## src/rtl/lbist_tpg_pkg.sv

```systemverilog
// Shared definitions for the LBIST pattern generator: run-control states,
// the list of LFSR widths we have polynomials for, and the tap table.
package lbist_pkg;

  localparam int MAX_N      = 32;
  localparam int NUM_WIDTHS = 5;

  localparam int SUPPORTED_WIDTHS [NUM_WIDTHS] = '{7, 16, 19, 20, 32};

  typedef enum logic [1:0] {
    ST_IDLE = 2'd0,
    ST_RUN  = 2'd1,
    ST_DONE = 2'd2
  } tpg_state_e;

  // True when a maximal-length polynomial is tabulated for width n.
  function automatic bit width_supported(input int n);
    for (int i = 0; i < NUM_WIDTHS; i++) begin
      if (SUPPORTED_WIDTHS[i] == n) begin
        return 1'b1;
      end
    end
    return 1'b0;
  endfunction

  // Tap mask for an n-bit Fibonacci LFSR shifting towards bit 0.
  // A 1-based tap t selects state bit (n - t), so the highest tap always
  // lands on bit 0.
  //   7 : {7,3}        -> bits 0,4
  //   16: {16,15,13,4} -> bits 0,1,3,12
  //   19: {19,5,2,1}   -> bits 0,14,17,18
  //   20: {20,3}       -> bits 0,17
  //   32: {32,22,2,1}  -> bits 0,10,30,31
  function automatic logic [MAX_N-1:0] tap_mask(input int n);
    logic [MAX_N-1:0] mask;
    mask = '0;
    case (n)
      7:       mask = 32'h0000_0011;
      16:      mask = 32'h0000_100B;
      19:      mask = 32'h0006_4001;
      20:      mask = 32'h0002_0001;
      32:      mask = 32'hC000_0401;
      default: mask = '0;
    endcase
    return mask;
  endfunction

endpackage

```

## src/rtl/lbist_tpg_if.sv

```systemverilog
// Pattern delivery channel between the generator and the scan-chain loader.
// The generator drives the pattern and its valid flag; the loader answers
// with ready.
interface lbist_tpg_if #(
  parameter int N = 20
);

  logic [N-1:0] pat_o;
  logic         pat_valid_o;
  logic         pat_ready_i;

  modport master (
    output pat_o,
    output pat_valid_o,
    input  pat_ready_i
  );

  modport slave (
    input  pat_o,
    input  pat_valid_o,
    output pat_ready_i
  );

endinterface

```

## src/rtl/lbist_tpg_lfsr_step.sv

```systemverilog
// One step of an N-bit XNOR Fibonacci LFSR. Purely combinational so the same
// next-state function can be shared with the signature register.
// The all-ones state is the lock-up state of the XNOR form.
module lbist_lfsr_step
  import lbist_pkg::*;
#(
  parameter int N = 20
) (
  input  logic [N-1:0] state,
  output logic [N-1:0] next_state
);

  localparam logic [MAX_N-1:0] TAPS_FULL = tap_mask(N);
  localparam logic [N-1:0]     TAPS      = TAPS_FULL[N-1:0];

  logic fb;

  // Feedback is the XNOR of the tapped bits, shifted in at the top.
  always_comb begin
    fb         = ~^(state & TAPS);
    next_state = {fb, state[N-1:1]};
  end

endmodule

```

## src/rtl/lbist_tpg.sv

```systemverilog
// LBIST test-pattern generator: bounded, stallable LFSR pattern source with
// start/abort run control and a per-run pattern counter.
// Optional runtime reseeding is enabled by defining LBIST_TPG_RESEED_EN;
// without it the seed inputs are ignored and the LFSR only ever starts from
// SEED after reset.
module lbist_tpg
  import lbist_pkg::*;
#(
  parameter int           N    = 20,
  parameter logic [N-1:0] SEED = N'(1),
  parameter int           NPAT = 1024
) (
  input  logic                      clk,
  input  logic                      rst,
  input  logic                      start_i,
  input  logic                      abort_i,
  input  logic                      seed_we_i,
  input  logic [N-1:0]              seed_i,
  lbist_tpg_if.master               pat_if,
  output logic [$clog2(NPAT+1)-1:0] pat_cnt_o,
  output logic                      busy_o,
  output logic                      done_o,
  output logic                      seed_err_o
);

  localparam int           CW          = $clog2(NPAT + 1);
  localparam logic [CW-1:0] LAST_CNT_M1 = CW'(NPAT - 1);
  localparam logic [N-1:0]  ALL_ONES    = '1;

  if (!width_supported(N)) begin : g_bad_width
    $fatal(1, "lbist_tpg: unsupported LFSR width N=%0d", N);
  end

  if (SEED == ALL_ONES) begin : g_bad_seed
    $fatal(1, "lbist_tpg: SEED must not be the all-ones lock-up state");
  end

  if (NPAT < 1) begin : g_bad_npat
    $fatal(1, "lbist_tpg: NPAT must be at least 1");
  end

  tpg_state_e    state_q;
  tpg_state_e    state_d;
  logic [N-1:0]  lfsr_q;
  logic [N-1:0]  lfsr_d;
  logic [N-1:0]  lfsr_next;
  logic [CW-1:0] cnt_q;
  logic [CW-1:0] cnt_d;
  logic          seed_err_q;
  logic          seed_err_d;

  logic          seed_load;
  logic          seed_bad;
  logic [N-1:0]  seed_val;

  lbist_lfsr_step #(
    .N (N)
  ) u_step (
    .state      (lfsr_q),
    .next_state (lfsr_next)
  );

`ifdef LBIST_TPG_RESEED_EN
  // A seed write is only honoured outside a run; an all-ones seed would
  // lock the LFSR, so it is replaced by SEED and flagged.
  assign seed_load = seed_we_i && (state_q != ST_RUN);
  assign seed_bad  = seed_load && (seed_i == ALL_ONES);
  assign seed_val  = (seed_i == ALL_ONES) ? SEED : seed_i;
`else
  logic unused_seed;
  assign unused_seed = ^{seed_we_i, seed_i};
  assign seed_load   = 1'b0;
  assign seed_bad    = 1'b0;
  assign seed_val    = SEED;
`endif

  // Run control: decides the next FSM state, LFSR contents and count.
  always_comb begin
    state_d    = state_q;
    lfsr_d     = lfsr_q;
    cnt_d      = cnt_q;
    seed_err_d = 1'b0;

    case (state_q)
      ST_IDLE: begin
        if (seed_load) begin
          lfsr_d     = seed_val;
          seed_err_d = seed_bad;
        end
        if (start_i) begin
          state_d = ST_RUN;
          cnt_d   = '0;
        end
      end

      ST_RUN: begin
        if (abort_i) begin
          state_d = ST_IDLE;
        end else if (pat_if.pat_ready_i) begin
          lfsr_d = lfsr_next;
          cnt_d  = cnt_q + CW'(1);
          if (cnt_q == LAST_CNT_M1) begin
            state_d = ST_DONE;
          end
        end
      end

      ST_DONE: begin
        if (seed_load) begin
          lfsr_d     = seed_val;
          seed_err_d = seed_bad;
          state_d    = ST_IDLE;
        end
        if (start_i) begin
          state_d = ST_RUN;
          cnt_d   = '0;
        end
      end

      default: begin
        state_d = ST_IDLE;
      end
    endcase
  end

  // State, LFSR, counter and error-pulse registers.
  always_ff @(posedge clk) begin
    if (rst) begin
      state_q    <= ST_IDLE;
      lfsr_q     <= SEED;
      cnt_q      <= '0;
      seed_err_q <= 1'b0;
    end else begin
      state_q    <= state_d;
      lfsr_q     <= lfsr_d;
      cnt_q      <= cnt_d;
      seed_err_q <= seed_err_d;
    end
  end

  assign pat_if.pat_o       = lfsr_q;
  assign pat_if.pat_valid_o = (state_q == ST_RUN);
  assign pat_cnt_o          = cnt_q;
  assign busy_o             = (state_q == ST_RUN);
  assign done_o             = (state_q == ST_DONE);
  assign seed_err_o         = seed_err_q;

endmodule

```

## src/flat_wrapper.sv

```systemverilog
// flat-port wrapper written by rule: the top's interface ports become plain ports
module lbist_tpg_flat import lbist_pkg::*;
#(
  parameter int           N    = 20,
  parameter logic [N-1:0] SEED = N'(1),
  parameter int           NPAT = 1024
)
  (clk, rst, start_i, abort_i, seed_we_i, seed_i, pat_cnt_o, busy_o, done_o, seed_err_o, pat_if_pat_o, pat_if_pat_valid_o, pat_if_pat_ready_i);
  lbist_tpg_if #(.N(N)) pat_if_i ();
  input  logic clk;
  input  logic rst;
  input  logic start_i;
  input  logic abort_i;
  input  logic seed_we_i;
  input  logic [N-1:0] seed_i;
  output logic [$clog2(NPAT+1)-1:0] pat_cnt_o;
  output logic busy_o;
  output logic done_o;
  output logic seed_err_o;
  output wire logic [$bits(pat_if_i.pat_o)-1:0] pat_if_pat_o;
  output wire logic [$bits(pat_if_i.pat_valid_o)-1:0] pat_if_pat_valid_o;
  input wire logic [$bits(pat_if_i.pat_ready_i)-1:0] pat_if_pat_ready_i;
  assign pat_if_pat_o = pat_if_i.pat_o;
  assign pat_if_pat_valid_o = pat_if_i.pat_valid_o;
  assign pat_if_i.pat_ready_i = pat_if_pat_ready_i;
  lbist_tpg #(.N(N), .SEED(SEED), .NPAT(NPAT)) u_core (.clk(clk), .rst(rst), .start_i(start_i), .abort_i(abort_i), .seed_we_i(seed_we_i), .seed_i(seed_i), .pat_if(pat_if_i), .pat_cnt_o(pat_cnt_o), .busy_o(busy_o), .done_o(done_o), .seed_err_o(seed_err_o));
endmodule
```

## config.mk

```make
export PLATFORM = sky130hd
export DESIGN_NAME = lbist_tpg_flat
export DESIGN_NICKNAME = d
export VERILOG_FILES = /design/src/rtl/lbist_tpg_pkg.sv /design/src/rtl/lbist_tpg_if.sv /design/src/rtl/lbist_tpg_lfsr_step.sv /design/src/rtl/lbist_tpg.sv /design/src/flat_wrapper.sv
export SDC_FILE = /design/constraint.sdc
export NUM_CORES = 1
export LEC_CHECK = 0
export BUFFER_PORTS_ARGS = -buffer_cell sky130_fd_sc_hd__buf_2
export CAP_MARGIN = 5
export CELL_PAD_IN_SITES_DETAIL_PLACEMENT = 1
export CELL_PAD_IN_SITES_GLOBAL_PLACEMENT = 1
export CORE_MARGIN = 2
export CORE_UTILIZATION = 31
export CTS_BUF_LIST = sky130_fd_sc_hd__clkbuf_8
export DETAILED_ROUTE_END_ITERATION = 6
export GPL_TIMING_DRIVEN = 0
export PLACE_DENSITY = 0.85
export SLEW_MARGIN = 25
export SYNTH_ARGS = -nofsm -noshare
export SYNTH_HDL_FRONTEND = slang
export SYNTH_SLANG_ARGS = --single-unit
export TNS_END_PERCENT = 30
```

## constraint.sdc

```tcl
create_clock -name clk -period 1.3 [get_ports clk]
set_input_delay 0.26 -clock clk [delete_from_list [all_inputs] [get_ports clk]]
set_output_delay 0.26 -clock clk [all_outputs]
set_load 0.005 [all_outputs]
```

After elaboration in Yosys (flattened, before gate mapping). Cells that the tools add are included.

Register bits: 33. Latch bits: 0. Memory bits (writable): 0. Memory bits (read-only): 0. Bits of input ports: 26. Output and inout port bits: 35. Logic and storage cells: 29. Memories: 0.

Add/subtract/negate cells: 1. Multiply operators: 0. Divide/modulo/power cells: 0. Order comparisons: 0. Eq/ne operators: 8. Shift operators: 0. Multiplexer cells: 9. Bitwise operators: 1. Reductions and logical operators: 7.

Operators with widths (count): 11-bit two-way mux (3); 11-bit one-hot mux with 2 select lines (1); 20-bit XNOR reduction (1); 11-bit by 1-bit adder with 11-bit output (second input constant) (1); 11-bit by 10-bit equality test with 1-bit output (second input constant) (1); 2-bit two-way mux (4); 3-bit by 2-bit inequality test with 1-bit output (second input constant) (2); 3-bit AND reduction (2); 2-bit by 1-bit inequality test with 1-bit output (second input constant) (2); 2-bit one-hot mux with 2 select lines (1); 4-bit AND reduction (1); 2-bit by 1-bit equality test with 1-bit output (second input constant) (1); 2-bit equality test (second input constant) (1); 2-bit logical NOT (1); 2-bit inequality test (second input constant) (1); 2-bit nonzero test (1); 2-bit OR reduction (1); 1-bit NOT (1).

Longest topological paths before layout. Gate-level depths: netlist of run 1.

Word-level depth: 5. Mapped depth: 5. Mapped depth without buffers: 4.

Hierarchy. A second synthesis of run 1 with hierarchy kept.

Cells, all modules: 183. Area total of the unflattened synthesis: 1582.8 um^2.

Modules (own cells, without submodules): lbist_tpg (times used 1, cells an instance 162, area an instance 1423.9 um^2, seq. area each 660.6 um^2); lbist_lfsr_step (times used 1, cells an instance 21, area an instance 158.9 um^2, seq. area each 0.0 um^2).

Worst setup path before layout of run 1. No wires, ideal clock.

Kind: register to register. Start: register u_core.cnt_q[0] (netlist: u_core.pat_cnt_o[0]). End: register u_core.cnt_q[6] (netlist: u_core.pat_cnt_o[6]). Library setup time: 0.070 ns. Data arrival time: 1.284 ns. Data required time: 1.230 ns. Slack: -0.054 ns. Stages on the path, launching flop included: 5. Path through: dfxtp_1 > ha_1 > inv_1 > or4_1 > a21oi_1.

Longest elaborated chain between the ends: 4.

Ends and longest elaborated chain: start: declaration (line lbist_tpg.sv:47) `logic [CW-1:0] cnt_q;`; start signal: assignment (line lbist_tpg.sv:136) `cnt_q <= cnt_d;`; 11-bit by 1-bit adder with 11-bit output (line lbist_tpg.sv:101) `cnt_d = cnt_q + CW'(1);`; 11-bit two-way mux (line lbist_tpg.sv:99) `end else if (pat_if.pat_ready_i) begin`; 11-bit two-way mux (line lbist_tpg.sv:97) `if (abort_i) begin`; 11-bit one-hot mux with 2 select lines (line lbist_tpg.sv:84) `case (state_q)`.

No other way between the ends. The select of a mux whose other input is x is not followed. A chain may end at the register's enable or synchronous reset.

Worst setup path after layout of run 1.
Start: register u_core.state_q[1]. End: output pat_if_pat_valid_o.

Longest elaborated chain between the ends: 1.

Ends and longest elaborated chain: start: declaration (line lbist_tpg.sv:42) `tpg_state_e state_q;`; start signal: assignment (line lbist_tpg.sv:134) `state_q <= state_d;`; 2-bit by 1-bit equality test with 1-bit output (line lbist_tpg.sv:142) `assign pat_if.pat_valid_o = (state_q == ST_RUN);`; end: declaration (line flat_wrapper.sv:21) `output wire logic [$bits(pat_if_i.pat_valid_o)-1:0] pat_if_pat_valid_o;`.

No other way between the ends.

==> out/metrics.yaml, run 1 <==
power_and_ir_drop:
  p_sw_frac: 0.217
  power.internal_mw: 1.69
  power_switching_uw: 467
  peakVddDrop_uv: 437
  p_total_mw: 2.15
  leakage_nw: 0.789
  pwr-share-comb: 0.062
  power_frac_seq: 0.472
  p_per_area_nw_per_um2: 1100
  clock_power_share: 0.466
worst_setup_path:
  worst_r2r_endpoint: "u_core.pat_cnt_o[6]"
  end_kind: "output port"
  crit_path_top_delay_cell: "dfxtp_4"
  cp_num_buf_inv: 3
  crit_path_start: "u_core.state_q[1]"
  reg2reg_setup_slack_ps: -60
  path_delay_family: "flip-flops"
  crit_type: "flip-flop to output port"
  crit_arrival_ps: 1110
  cpPeakStageDelay_ps: 350
  cp_cell_sequence: "buf_4, nor2b_4, buf_6, buf_2"
  reg2reg_depth: 3
  crit_path_max_fanout: 4
  crit_path_start_kind: "flip-flop"
  r2r_start: "u_core.state_q[1]"
  cp.required_ps: 1040
sta:
  hold_viol: 0
  worst_slew_pin_slew_ps: 520
  worst_slack_ps: -67.6
  period_minus_slack_ps: 1370
  rsz0062_at_grt: "yes"
  drv_slew: 0
  fmaxAchievable_ghz: 0.731
  setup_viol: 5
  post-route-period-util: 1.05
  tns_ps: -232
  finalClockSkew_ps: 1.52
  max_slew_margin: 0.653
place:
  gp_congestion: 0.753
  place_ws_ps: -156
  hpwl_um: 2510
  io_buffer_count: 38
synthesis:
  synth_edf_count: 0
  yosysWarnings: 0
  synthFlopType: "dfxtp_1"
  synth_area_leader_cell: "dfxtp_1"
  postSynthAreaPerCell_um2: 8.51
  synth_nets: 195
  synth-seq-cells: 33
  synth_cell_types: 33
  ys_seq_area_frac: 0.462
  synth_top_area_share: 0.462
  synthTopCellsByArea: "dfxtp_1 46%, nand2_1 11%, a21oi_1 8.7%"
  synth_area_um2: 1430
  async_reset_ff_frac: 0
  syn_inst: 168
status:
  violations: "setup timing"
  status: "complete, but fails checks"
detailed_routing:
  wire_per_inst_um: 14.1
  vias_per_cell: 4.97
  drtAntennaViolNets: 0
  drtIter0Drc: 46
  wl_um: 3810
  vias: 1342
  route.detailed.drc: 0
  dr.pass1.iters: 4
floorplanning:
  core-area_um2: 4410
  io_pins: 61
  row_count: 24
  fp.dieW_um: 71.9
  dieArea_um2: 5170
  initial_core_util: 0.324
  dieHeight_um: 71.9
cts:
  cts_tree: "yes"
  cts_max_level: 2
  cts_buffer_depth: 2
  root_buffer: "clkbuf_8"
  cts_buffers: 5
  clkLatencyLatePin_ps: 280
  clock-sinks: 33
  clk_pin_slew_ps: 70
global_route:
  antenna_found_initial: 0
  grt_use_total: 0.149
  grt_pass1_wl_um: 6010
  grt_max_degree: 11
  overflow: 0
  grt_pass1_vias: 1275
layout:
  areaGrowthSynthToFinish_pct: 36.7
  nNetsFinal: 244
  num_antenna_cells: 0
  drive_above_1_share: 0.372
hold_path:
  hp-start: "start_i"
  hold_depth: 3
  hold_path.class: "input pin to flip-flop"
  min_to: "u_core.state_q[1]"
flow_run:
  cap_violations: 0
[tightest hold or removal path, stage by stage]
cell	delay, ps
buf_2	90
nor2_1	40
a22o_1	180
[sequential cells by signal (all words and copies together) (netlist names)]
register / cells
u_core.pat_if.pat_o: 20
u_core.pat_cnt_o: 11
u_core.state_q: 2
[metal layers]
layer	GRT usage	vias up	part of all wire
met5	0	-	0
met4	0.0629	0	0.012
met3	0.0444	5	0.045
met2	0.226	29	0.46
met1	0.198	634	0.49
li1	-	674	-
[how the worst max path moves through the flow]
stage / to / slack [ps] / depth (start not counted)
floorplan: u_core.pat_cnt_o[6] / 10 / 4
global route: pat_if_pat_valid_o / -110 / 4
CTS: u_core.pat_cnt_o[5] / -70 / 3
global placement: u_core.pat_cnt_o[7] / -140 / 5
detailed placement: u_core.pat_cnt_o[7] / -160 / 5
finish: pat_if_pat_valid_o / -70 / 4
[what timing repair did]
action	4_1_cts	5_1_grt
gates cloned	1	0
pin swaps	1	2
endpoints found under the hold margin	0	0
setup buffers	0	3
resized for setup	18	13
setup endpoints to repair	33	30
hold buffers	0	0
[cell type report]
class / count / area [um2]
Inverter: 3 / 11.3
Fill cell: 537 / 2460
Multi-Input combinational cell: 120 / 771
Tap cell: 52 / 65.1
Buffer: 12 / 95.1
Timing Repair Buffer: 42 / 218
Clock buffer: 6 / 82.6
Sequential cell: 33 / 679
Clock inverter: 2 / 33.8
[Yosys cell counts (2+ instances only)]
cell / instances
a21oi_1: 25
buf_2: 4
buf_4: 5
clkbuf_1: 3
dfxtp_1: 33
inv_1: 3
mux2i_1: 4
nand2_1: 43
nand2b_1: 3
nand3_1: 6
nand3b_1: 5
nor2_1: 3
nor4_1: 3
o21ai_0: 2
o31ai_1: 3
or3b_1: 2
or3b_2: 2
or4_1: 3
xnor2_1: 2
[power by group through the flow]
stage               logic [mW]  registers (mW)  clock network (mW)
global route             0.146            1.02                1.08
global placement         0.113            1.05                   0
detailed placement       0.113            1.05                   0
finish                   0.134            1.02                1.00
CTS                      0.122            1.02                1.04
floorplan               0.0773            1.04                   0
[layout by cell type, fill, tap and decap left out, types with 4 or more instances in the layout]
cell / netlist / routed
nand2_1: 43 / 43
inv_1: 3 / 4
nand3b_1: 5 / 5
buf_4: 5 / 6
mux2i_1: 4 / 4
a21oi_2: 0 / 4
buf_2: 4 / 40
nand3_1: 6 / 6
dfxtp_1: 33 / 26
clkbuf_8: 0 / 6
a21oi_1: 25 / 21
dfxtp_4: 0 / 4
buf_6: 0 / 5
[kinds of logic (layout without fill, tap and decap cells)]
family,after synthesis,after routing,synth area share
adder cells (fa/ha/maj),1,1,0.00875
multiplexers,4,4,0.0280
other,1,1,0.00262
AO/OA/AOI/OAI,33,33,0.129
XOR/XNOR,2,2,0.0123
AND/OR/NAND/NOR,79,79,0.301
flip-flops,33,33,0.462
buffers and inverters,15,65,0.0560
[per-stage QoR]
stage               cells  hold slack [ps]   util  instance area [um2]
finish                270              322  0.443                 1960
global route          270              329  0.443                 1960
CTS                   267              313  0.428                 1890
detailed placement    258              464  0.383                 1690
global placement      258              455  0.383                 1690
floorplan             168              443      -                 1440
Note: power is estimated with default switching activity, not from simulation.
==> run 2: changes to the inputs <==
PLACE_DENSITY = not set   (was 0.85)
PLACE_DENSITY_LB_ADDON = 0.1   (was not set)
TNS_END_PERCENT = 50   (was 30)
==> out/metrics.yaml, run 2 (synthesis gave the netlist of run 1 again) <==
power_and_ir_drop:
  p_per_area_nw_per_um2: 1020  # -7.5%
  leakage_nw: 0.777  # -1.4%
  peakVddDrop_uv: 562  # +29%
floorplanning:
  dieArea_um2: 5170  # unchanged
  initial_core_util: 0.324  # unchanged
  core-area_um2: 4410  # unchanged
  fp.dieW_um: 71.9  # unchanged
  row_count: 24  # unchanged
  dieHeight_um: 71.9  # unchanged
  io_pins: 61  # unchanged
flow_run:
  cap_violations: 0  # unchanged
layout:
  num_antenna_cells: 0  # unchanged
  drive_above_1_share: 0.350  # -0.0213
  fill_cells: 544  # +1.3%
  nNetsFinal: 244  # unchanged
  final_common_cell: "nand2_1"
  largest_reg_flops: 20  # unchanged
  final_cell_mix: "43 x nand2_1, 39 x buf_2, 27 x dfxtp_1"
  areaGrowthSynthToFinish_pct: 33.8
  finalNonFillerCells: 269  # -0.37%
cts:
  root_buffer: "clkbuf_8"
  cts_tree: "yes"
  cts.hold.buffers_added: 0  # unchanged
  cts_max_level: 2  # unchanged
  clock-sinks: 33  # unchanged
  cts_buffer_depth: 2  # unchanged
  clkLatencyLatePin_ps: 290  # about the same
  cts_buffers: 5  # unchanged
  clk_pin_slew_ps: 70  # about the same
place:
  gp_congestion: 0.718  # -4.7%
  place_ws_ps: -202  # -46.4 ps
  dp_cells: 258  # unchanged
  io_buffer_count: 38  # unchanged
  hpwl_um: 2730  # +8.7%
detailed_routing:
  drtIter0Drc: 47  # +2.2%
  dr.pass1.iters: 3  # -1
  vias: 1389  # +3.5%
  wire_per_inst_um: 14.5  # +3.0%
  drtAntennaViolNets: 0  # unchanged
  route.detailed.drc: 0  # unchanged
  vias_per_cell: 5.16  # +3.9%
  wl_um: 3900  # +2.6%
worst_setup_path:
  crit_path_max_fanout: 8  # +4
  cp.required_ps: 1510  # +470 ps
  crit_path_start_kind: "flip-flop"
  crit_type: "flip-flop to flip-flop"
  crit_arrival_ps: 1550  # +440 ps
  end_kind: "flip-flop"
sta:
  rsz0062_at_grt: "yes"
  post-route-period-util: 1.03  # -0.0184
  period_minus_slack_ps: 1340  # -23.9 ps
  fmaxAchievable_ghz: 0.744  # +1.8%
  holdWs_ps: 318  # -4.51 ps
  worst_slack_ps: -43.8  # +23.9 ps
  drv_slew: 0  # unchanged
  finalClockSkew_ps: 8.73  # +7.21 ps
  setup_viol: 5  # unchanged
  hold_viol: 0  # unchanged
global_route:
  grt_pass1_wl_um: 6070  # +0.93%
  grt_max_degree: 11  # unchanged
  overflow: 0  # unchanged
  antenna_found_initial: 0  # unchanged
  grt_use_total: 0.153  # +0.00419
  grt_pass1_vias: 1302  # +2.1%
status:
  status: "complete, but fails checks"
  violations: "setup timing"
hold_path:
  hold_path.class: "input pin to flip-flop"
run 2: final timing paths:
check | slack (ps) | start | depth (start not counted) | to
setup reg to reg | -40 | u_core.state_q[1] | 3 | u_core.pat_cnt_o[3]
setup / recovery | -40 | u_core.state_q[1] | 3 | u_core.pat_cnt_o[3]
hold / removal | 320 | start_i | 3 | u_core.state_q[1]
hold reg to reg | 470 | u_core.pat_if.pat_o[10] | 2 | u_core.pat_if.pat_o[9]
run 2: repair_timing:
item / in CTS / in global routing
endpoints found under the setup margin: 33 / 34
pin swaps: 2 / 4
gates cloned: 1 / 1
buffers inserted: 1 / 1
resized for setup: 15 / 11
run 2: final cells by class:
cell class / instances / area (um2) / share of cell area
plain buffers: 12 / 93.8 / 0.0491
clock buffers: 6 / 82.6 / 0.0432
clock inverters: 1 / 3.75 / 0.00196
inverters: 3 / 11.3 / 0.00589
multi-input cells: 120 / 764 / 0.400
flip-flops and latches: 33 / 671 / 0.351
well taps: 52 / 65.1 / 0.0340
repair buffers: 42 / 221 / 0.116
run 2: metrics by stage:
step	cell area (um2)	setup TNS, ps	total power, mW	utilization
floorplan	1440	0	1.12	-
global placement	1690	-2250	1.16	0.383
detailed placement	1690	-2940	1.16	0.383
CTS	1860	-428	1.97	0.421
global route	1910	-1440	2.02	0.433
finish	1910	-115	1.95	0.433
run 2: worst max-delay path, stage by stage, from the launching register on:
cell	delay, ps
dfxtp_2	350
nand4bb_4	260
or4_1	500
a21oi_1	150
run 2: where the power goes:
group	total, mW	leakage, nW	internal, mW	switching (mW)
Clock	0.787	0.0485	0.412	0.375
Sequential	1.02	0.269	1.02	0.00765
Combinational	0.138	0.459	0.0650	0.0734
run 2: metal layers:
layer  wire length, um  up-vias  global-route usage
met3               194        7              0.0486
met4                56        0              0.0797
met1              1730      677               0.181
li1                  -      678                   -
met5                 0        -                   0
met2              1920       27               0.250
==> run 3: changes to the inputs <==
CORE_UTILIZATION = 32   (was 31)
SYNTH_HIERARCHICAL = 1   (was not set)
==> out/metrics.yaml, run 3 <==
synthesis:
  synth_cell_types: 31  # -6.1%
  yosysWarnings: 6  # +6
  synth_commonest_cells: "44 x nand2_1, 33 x dfxtp_1, 22 x buf_4"
  synthTopCellsByArea: "dfxtp_1 42%, buf_4 10%, nand2_1 10%"
  synth-seq-cells: 33  # unchanged
  synth_top_area_share: 0.417  # -0.0446
  synthFlopType: "dfxtp_1"
  synth_area_leader_cell: "dfxtp_1"
  async_reset_ff_frac: 0  # unchanged
  synth_edf_count: 0  # unchanged
  synth.most_common_cell: "nand2_1"
  postSynthAreaPerCell_um2: 8.65  # +1.6%
  synth_area_um2: 1580  # +11%
  syn_inst: 183  # +8.9%
  synth_nets: 210  # +7.7%
  ys_seq_area_frac: 0.417  # -0.0446
detailed_routing:
  route.detailed.drc: 0  # unchanged
  dr.pass1.iters: 3  # unchanged
  top_layer_used: "met4"
  vias_per_cell: 4.47  # -13%
  routed-wl-met2_um: 1860  # -3.4%
  drtAntennaViolNets: 0  # unchanged
  wl_um: 4030  # +3.2%
  wire_per_inst_um: 13.4  # -7.5%
  wl_met3_um: 178  # -8.2%
  drtIter0Drc: 38  # -19%
  vias: 1342  # -3.4%
  m1WireLength_um: 1930  # +12%
layout:
  areaGrowthSynthToFinish_pct: 33.7  # about the same
  final-seq-area_um2: 673  # +0.37%
  final_cell_mix: "44 x nand2_1, 37 x buf_2, 28 x buf_4"
  nNetsFinal: 259  # +6.1%
  fill_cells: 584  # +7.4%
  drive_above_1_share: 0.433  # +0.0832
  num_antenna_cells: 0  # unchanged
  final_common_cell: "nand2_1"
  multi_input_area_um2: 779  # +2.0%
  largest_reg_flops: 20  # unchanged
  finalNonFillerCells: 300  # +12%
  fin_area_um2: 2120  # +11%
power_and_ir_drop:
  peakVddDrop_uv: 408  # -27%
  leakage_nw: 0.862  # +11%
  p_per_area_nw_per_um2: 956  # -6.1%
worst_setup_path:
  cp_num_buf_inv: 1  # +1
  cp_cell_sequence: "nand4bb_4, buf_8, a2111oi_4, xnor2_1, nor2_1"
  cp.required_ps: 1480  # -30 ps
  cp_num_cells: 5  # +2
  crit_path_top_delay_cell: "dfxtp_2"
  cpPeakStageDelay_ps: 340  # -160 ps
  crit_path_start_kind: "flip-flop"
  crit_arrival_ps: 1570  # +20 ps
  reg2reg_setup_slack_ps: -90  # -50 ps
  reg2reg_depth: 5  # +2
  crit_path_max_fanout: 7  # -1
  end_kind: "flip-flop"
  r2r_start: "u_core/state_q[1]"
  path_delay_family: "flip-flops"
  worst_r2r_endpoint: "u_core/pat_cnt_o[9]"
  crit_type: "flip-flop to flip-flop"
sta:
  fmaxAchievable_ghz: 0.718  # -3.5%
  setup_viol: 6  # +1
  post-route-period-util: 1.07  # +0.0373
  worst_slack_ps: -92.2  # -48.4 ps
  tns_ps: -343  # -228 ps
  drv_slew: 0  # unchanged
  period_minus_slack_ps: 1390  # +48.4 ps
  holdWs_ps: 354  # +36.5 ps
  finalClockSkew_ps: 2.15  # -6.58 ps
  hold_viol: 0  # unchanged
  rsz0062_at_grt: "yes"
hold_path:
  min_to: "u_core/state_q[1]"
  hold_depth: 3  # unchanged
  hp-start: "start_i"
  hold_path.class: "input pin to flip-flop"
floorplanning:
  dieHeight_um: 74.3  # +3.4%
  row_count: 25  # +4.2%
  core-area_um2: 4750  # +7.7%
  fp.dieW_um: 74.3  # +3.4%
  initial_core_util: 0.333  # +0.00892
  io_pins: 61  # unchanged
  dieArea_um2: 5520  # +6.8%
flow_run:
  cap_violations: 0  # unchanged
place:
  io_buffer_count: 37  # -2.6%
  hpwl_um: 2710  # -0.42%
  dp_cells: 287  # +11%
  gp_congestion: 0.808  # +13%
  placed_area_um2: 1870  # +11%
cts:
  clkLatencyLatePin_ps: 290  # about the same
  cts_tree: "yes"
  cts_buffers: 5  # unchanged
  root_buffer: "clkbuf_8"
  cts_max_level: 2  # unchanged
  clock-sinks: 33  # unchanged
  cts_buffer_depth: 2  # unchanged
  clk_pin_slew_ps: 70  # about the same
global_route:
  grt_max_degree: 11  # unchanged
  antenna_found_initial: 0  # unchanged
  overflow: 0  # unchanged
  grt_pass1_vias: 1350  # +3.7%
  grt_pass1_wl_um: 6690  # +10%
  grt_use_total: 0.159  # +0.00570
status:
  violations: "setup timing"
  status: "complete, but fails checks"
[run 3: cell count changes in the layout (fill, tap and decap cells not counted), moves of 3 or more]
cell,change
nand3_1,-3
o31ai_1,-3
mux2i_1,-4
or4_1,-3
a2111oi_4,+3
nand3b_1,-4
buf_4,+22
a21oi_1,-4
nor2_1,+9
xnor2_1,+6
[run 3: worst max path at each step]
stage	start	to	slack, ps
after floorplan	u_core/pat_cnt_o[0]	u_core/pat_cnt_o[10]	-8
after global routing	u_core/state_q[1]	u_core/pat_cnt_o[10]	-180
after detailed placement	u_core/pat_cnt_o[0]	u_core/state_q[1]	-260
after global placement	u_core/pat_cnt_o[0]	u_core/state_q[1]	-230
final	u_core/state_q[1]	u_core/pat_cnt_o[9]	-90
after CTS	u_core/state_q[1]	u_core/pat_cnt_o[9]	-100
[run 3: timing repair]
item                                   in CTS  in global routing
endpoints found under the hold margin       0                  0
gates resized for setup                    16                 17
setup endpoints to repair                  31                 33
hold buffers                                0                  0
buffers inserted                            5                  1
pin swaps                                   7                  3
[run 3: cells by family (layout without fill, tap and decap cells)]
family	after synthesis	in the layout	share of synthesized area
and+or+nand+nor	74	74	0.230
buffers and inverters	34	84	0.142
DFF	33	33	0.417
AOI/OAI and AO/OA	30	30	0.145
xor gates and xnor gates	10	10	0.0553
adders and majority gates	1	1	0.00790
other	1	1	0.00237
[run 3: layout make-up]
class | instances | share of cell area
Multi-Input combinational cell | 116 | 0.368
Sequential cell | 33 | 0.318
Timing Repair Buffer | 43 | 0.112
Buffer | 31 | 0.110
Clock buffer | 7 | 0.0455
Tap cell | 67 | 0.0396
Inverter | 2 | 0.00355
Clock inverter | 1 | 0.00237
[run 3: worst min-delay path, stage by stage]
cell    delay [ps]
buf_2          110
nor2_1          50
a22o_1         180
[run 3: metal layers]
layer	vias up	global-route usage
li1	677	-
met1	633	0.215
met2	27	0.241
met3	5	0.0501
met4	0	0.0556
met5	-	0
[run 3: through the flow]
stage | utilization | setup slack (ps) | power, mW
2_1_floorplan | - | -8.00 | 1.12
3_3_place_gp | 0.393 | -232 | 1.16
3_5_place_dp | 0.393 | -262 | 1.16
4_1_cts | 0.435 | -95.7 | 2.04
5_1_grt | 0.445 | -180 | 2.12
6_report | 0.445 | -92.2 | 2.02
[run 3: power breakdown]
group / switching (mW) / internal, mW / leakage (nW)
combinational: 0.0812 / 0.0543 / 0.539
clock: 0.389 / 0.479 / 0.0542
sequential: 0.00736 / 1.01 / 0.270
total: 0.478 / 1.55 / 0.862
